==> config.mk <==
export PLATFORM = sky130hd
export DESIGN_NAME = program_counter
export DESIGN_NICKNAME = d
export VERILOG_FILES = /design/src/rtl/cpu_pkg.sv /design/src/rtl/program_counter.sv
export SDC_FILE = /design/constraint.sdc
export NUM_CORES = 1
export LEC_CHECK = 0
export ABC_CLOCK_PERIOD_IN_PS = 3000
export BUFFER_PORTS_ARGS = -buffer_cell sky130_fd_sc_hd__buf_4
export CAP_MARGIN = 0
export CORE_UTILIZATION = 45
export DETAILED_ROUTE_END_ITERATION = 10
export PLACE_DENSITY = 0.82
export SYNTH_ARGS = -nofsm -noshare
export SYNTH_HDL_FRONTEND = slang
export SYNTH_SLANG_ARGS = --single-unit
==> constraint.sdc <==
create_clock -name clk -period 3 [get_ports clk]
set_input_delay 0.3 -clock clk [delete_from_list [all_inputs] [get_ports clk]]
set_output_delay 0.3 -clock clk [all_outputs]
set_load 0.02 [all_outputs]
==> src/rtl/cpu_pkg.sv <==
// Shared CPU datapath definitions: address width, address type, boot vector and PC increment.
package cpu_pkg;
  localparam int XLEN = 32;

  typedef logic [XLEN-1:0] addr_t;

  localparam addr_t RESET_VECTOR = 32'h0000_0000;
  localparam int    PC_STEP      = 4;
endpackage

==> src/rtl/program_counter.sv <==
// Program-counter register with a combinational pc+STEP output and a word-alignment flag.
// Optional PC_HISTORY_EN adds pcPrev (value before the most recent load) and a registered changed flag.
module program_counter
  import cpu_pkg::*;
#(
  parameter int               WIDTH       = XLEN,
  parameter logic [WIDTH-1:0] RESET_VALUE = WIDTH'(RESET_VECTOR),
  parameter int               STEP        = PC_STEP
) (
  input  logic             clk,
  input  logic             rst_n,
  input  logic             en,
  input  logic [WIDTH-1:0] pcNext,
  output logic [WIDTH-1:0] pc,
  output logic [WIDTH-1:0] pcPlus4,
`ifdef PC_HISTORY_EN
  output logic [WIDTH-1:0] pcPrev,
  output logic             changed,
`endif
  output logic             misaligned
);

  always_ff @(posedge clk or negedge rst_n) begin
    if (!rst_n) begin
      pc <= RESET_VALUE;
    end else if (en) begin
      pc <= pcNext;
    end
  end

  // Sum wraps modulo 2^WIDTH; there is deliberately no carry-out.
  assign pcPlus4    = pc + WIDTH'(STEP);
  assign misaligned = |pc[1:0];

`ifdef PC_HISTORY_EN
  // Stalls hold pcPrev but clear changed, so changed marks only a real redirect of pc.
  always_ff @(posedge clk or negedge rst_n) begin
    if (!rst_n) begin
      pcPrev  <= RESET_VALUE;
      changed <= 1'b0;
    end else if (en) begin
      pcPrev  <= pc;
      changed <= (pcNext != pc);
    end else begin
      changed <= 1'b0;
    end
  end
`endif

endmodule

==> results.toml <==
[setup_path]
critPathLaunchType = "flop"
reg2reg_slack_ps = 2120
crit_chain = "ha_1 > nand3_1 > nor4_4 > nand4_1 > xnor2_1 > buf_4"
r2r-start = "pc[9]"
crit_fanout = 8
critPathKind = "reg -> out"
reg2reg_depth = 1
r2r-end = "pc[9]"
arrival_ps = 2170
cpMaxStageDelayCell = "nor4_4"
end_kind = "output port"
crit_path_end = "pcPlus4[28]"
cp.required_ps = 2700
critPathLaunch = "pc[2]"
cpPeakStageDelay_ps = 490

[clocking]
cts_buffers = 5
root_buffer = "clkbuf_8"
post_cts_buffers = 0
cts_tree = "yes"
clockBufferDepth = 2
cts_resized = 0
clk_pin_slew_ps = 60
htree_levels = 2
clock-sinks = 32
clk_latency_ps = 280

[power]
power_leakage_nw = 1.221
cellPowerDensity_nw_per_um2 = 495.1
ir_drop_mv = 0.3112
power_mw = 1.302

[route]
viasPerCell = 5.097
totalWireLength_um = 4246
remaining_drc_errors = 0
drt_pass1_iterations = 4
ant_nets = 0
num_vias = 1529
drt-initial-drc-count = 47
avgRoutedWirePerCell_um = 14.15

[global_route]
grt_pass1_wl_um = 6920
grt_pass1_vias = 1489
grt_max_degree = 34
track_usage_pct = 21.82
antenna_found_initial = 0
grt-ovfl-total = 0

[sta]
setup_ws_ps = 532.3
period_minus_slack_ps = 2468
fmax_ghz = 0.4052
finalSetupViolCount = 0
clock_skew_ps = 0
worst_pin_slew_ps = 603.0
max_slew_margin_pct = 59.49
rsz0062_at_grt = "no"
period_share_pct = 82.26
drv_slew = 0
setup_tns_ps = 0
finalHoldViolCount = 0

[synthesis]
synthDistinctLibCells = 22
syn_nets = 187
synth_area_um2 = 1760
netlist_top_cells_area = "dfrtp_1 (45%), mux2_2 (20%), xnor2_1 (10%)"
syn_avg_cell_area_um2 = 11.66
yosysWarnings = 0
yosysTopAreaCellShare_pct = 45.49
synth_area_leader_cell = "dfrtp_1"
ys_seq_area_share_pct = 45.49
synthCells = 151
ys_ff_latch = 32

[finish]
top_regs = "pc (32)"
n_fill_cell = 298
largest_reg_flops = 32
largest_register = "pc"
diodes = 0
nets = 287
drive_gt1_share_pct = 55.95
area_growth_pct = 49.40

[floorplanning]
io-pin-count = 100
fp.dieH_um = 64.55
core-area_um2 = 3716
die_w_um = 64.55
die_area_um2 = 4166
rows = 22
start_util_pct = 47.37

[status]
status = "finished clean"

[placed_design]
post-place-ws_ps = 805.5
gp_congestion = 0.7570
post-dp-hpwl_um = 3199
numPortBuffers = 99

[min_path]
hold_path_class = "in -> reg"
hp-start = "pcNext[2]"

[flow_run]
maxCapViolations = 0
## worst max-delay path: cells and delay by family, from the launching register on
kind                       cells  cell delay (ps)
xor gates and xnor gates       1              190
adders and majority gates      1              200
buffers and inverters          1              170
DFF                            1              410
and+or+nand+nor                3              920
## report_power, final
part	internal [mW]	total, mW	switching (mW)
combinational	0.210	0.422	0.212
sequential	0.475	0.544	0.0695
clock	0.187	0.336	0.149
## placed cells by master (no fill, tap or decap)
cell,netlist,layout
buf_4,2,99
dfrtp_1,32,32
mux2_2,31,31
xnor2_1,20,20
nand3_1,12,12
nand2_1,9,9
xor2_1,8,8
nand4_1,7,7
clkbuf_8,0,6
nor2_1,5,5
nor3_1,3,3
and3_1,3,3
nor4_4,2,2
and4_1,2,2
inv_1,2,2
or2_1,2,2
clkbuf_1,5,2
nand3_2,1,1
nand4_4,1,1
and2_1,1,1
or2_2,1,1
o21ai_0,1,1
ha_1,1,1
dlygate4sd3_1,0,1
## area by class of cell
class	instances	area (µm²)	area share (%)
Tap cell	48	60.06	2.284
Timing Repair Buffer	100	753.2	28.64
Multi-Input combinational cell	110	918.4	34.92
Sequential cell	32	800.8	30.45
Clock buffer	8	90.09	3.425
Inverter	2	7.507	0.2854
## cell families after synthesis
kind of cell	Yosys count	synth area share [%]
xor gates and xnor gates	28	13.93
DFF	32	45.49
muxes	31	19.83
AOI/OAI and AO/OA	1	0.2840
and+or+nand+nor	49	17.41
adders and majority gates	1	0.7106
buffers and inverters	9	2.345
## worst min path at each step
stage / slack (ps) / endpoint / cells after the start
6_report: 230 / pc[2] / 3
5_1_grt: 240 / pc[10] / 2
4_1_cts: 220 / pc[2] / 3
3_5_place_dp: 260 / pc[12] / 1
3_3_place_gp: 260 / pc[12] / 1
2_1_floorplan: 4 / pc[0] / 0
## metrics by stage
step	utilization, %	instances	hold WS, ps	cell area [µm²]
finish	70.77	300	232.2	2630
global route	70.77	300	238.7	2630
CTS	70.77	300	224.9	2630
detailed placement	68.08	291	262.5	2530
global placement	68.08	291	262.6	2530
floorplan	-	151	4.409	1760
## cell usage after synthesis
| master | count |
|---|---|
| dfrtp_1 | 32 |
| mux2_2 | 31 |
| xnor2_1 | 20 |
| nand3_1 | 12 |
| nand2_1 | 9 |
| xor2_1 | 8 |
| nand4_1 | 7 |
| clkbuf_1 | 5 |
| nor2_1 | 5 |
| and3_1 | 3 |
| nor3_1 | 3 |
| and4_1 | 2 |
| buf_4 | 2 |
| inv_1 | 2 |
| nor4_4 | 2 |
| or2_1 | 2 |
| and2_1 | 1 |
| ha_1 | 1 |
| nand3_2 | 1 |
| nand4_4 | 1 |
| o21ai_0 | 1 |
| or2_2 | 1 |
## what timing repair did
item / CTS / global route
hold buffers: 1 / 0
setup endpoints to repair: 0 / 0
endpoints found under the hold margin: 32 / 0
## per-layer routing
metal | global-route usage (%) | wire (µm) | vias to the layer above
met5 | 0 | 0 | -
met2 | 36.05 | 2076 | 68
met3 | 5.986 | 333 | 5
met1 | 26.66 | 1776 | 725
li1 | - | - | 731
met4 | 9.167 | 59 | 0
Power figures use the tool's default switching activity.
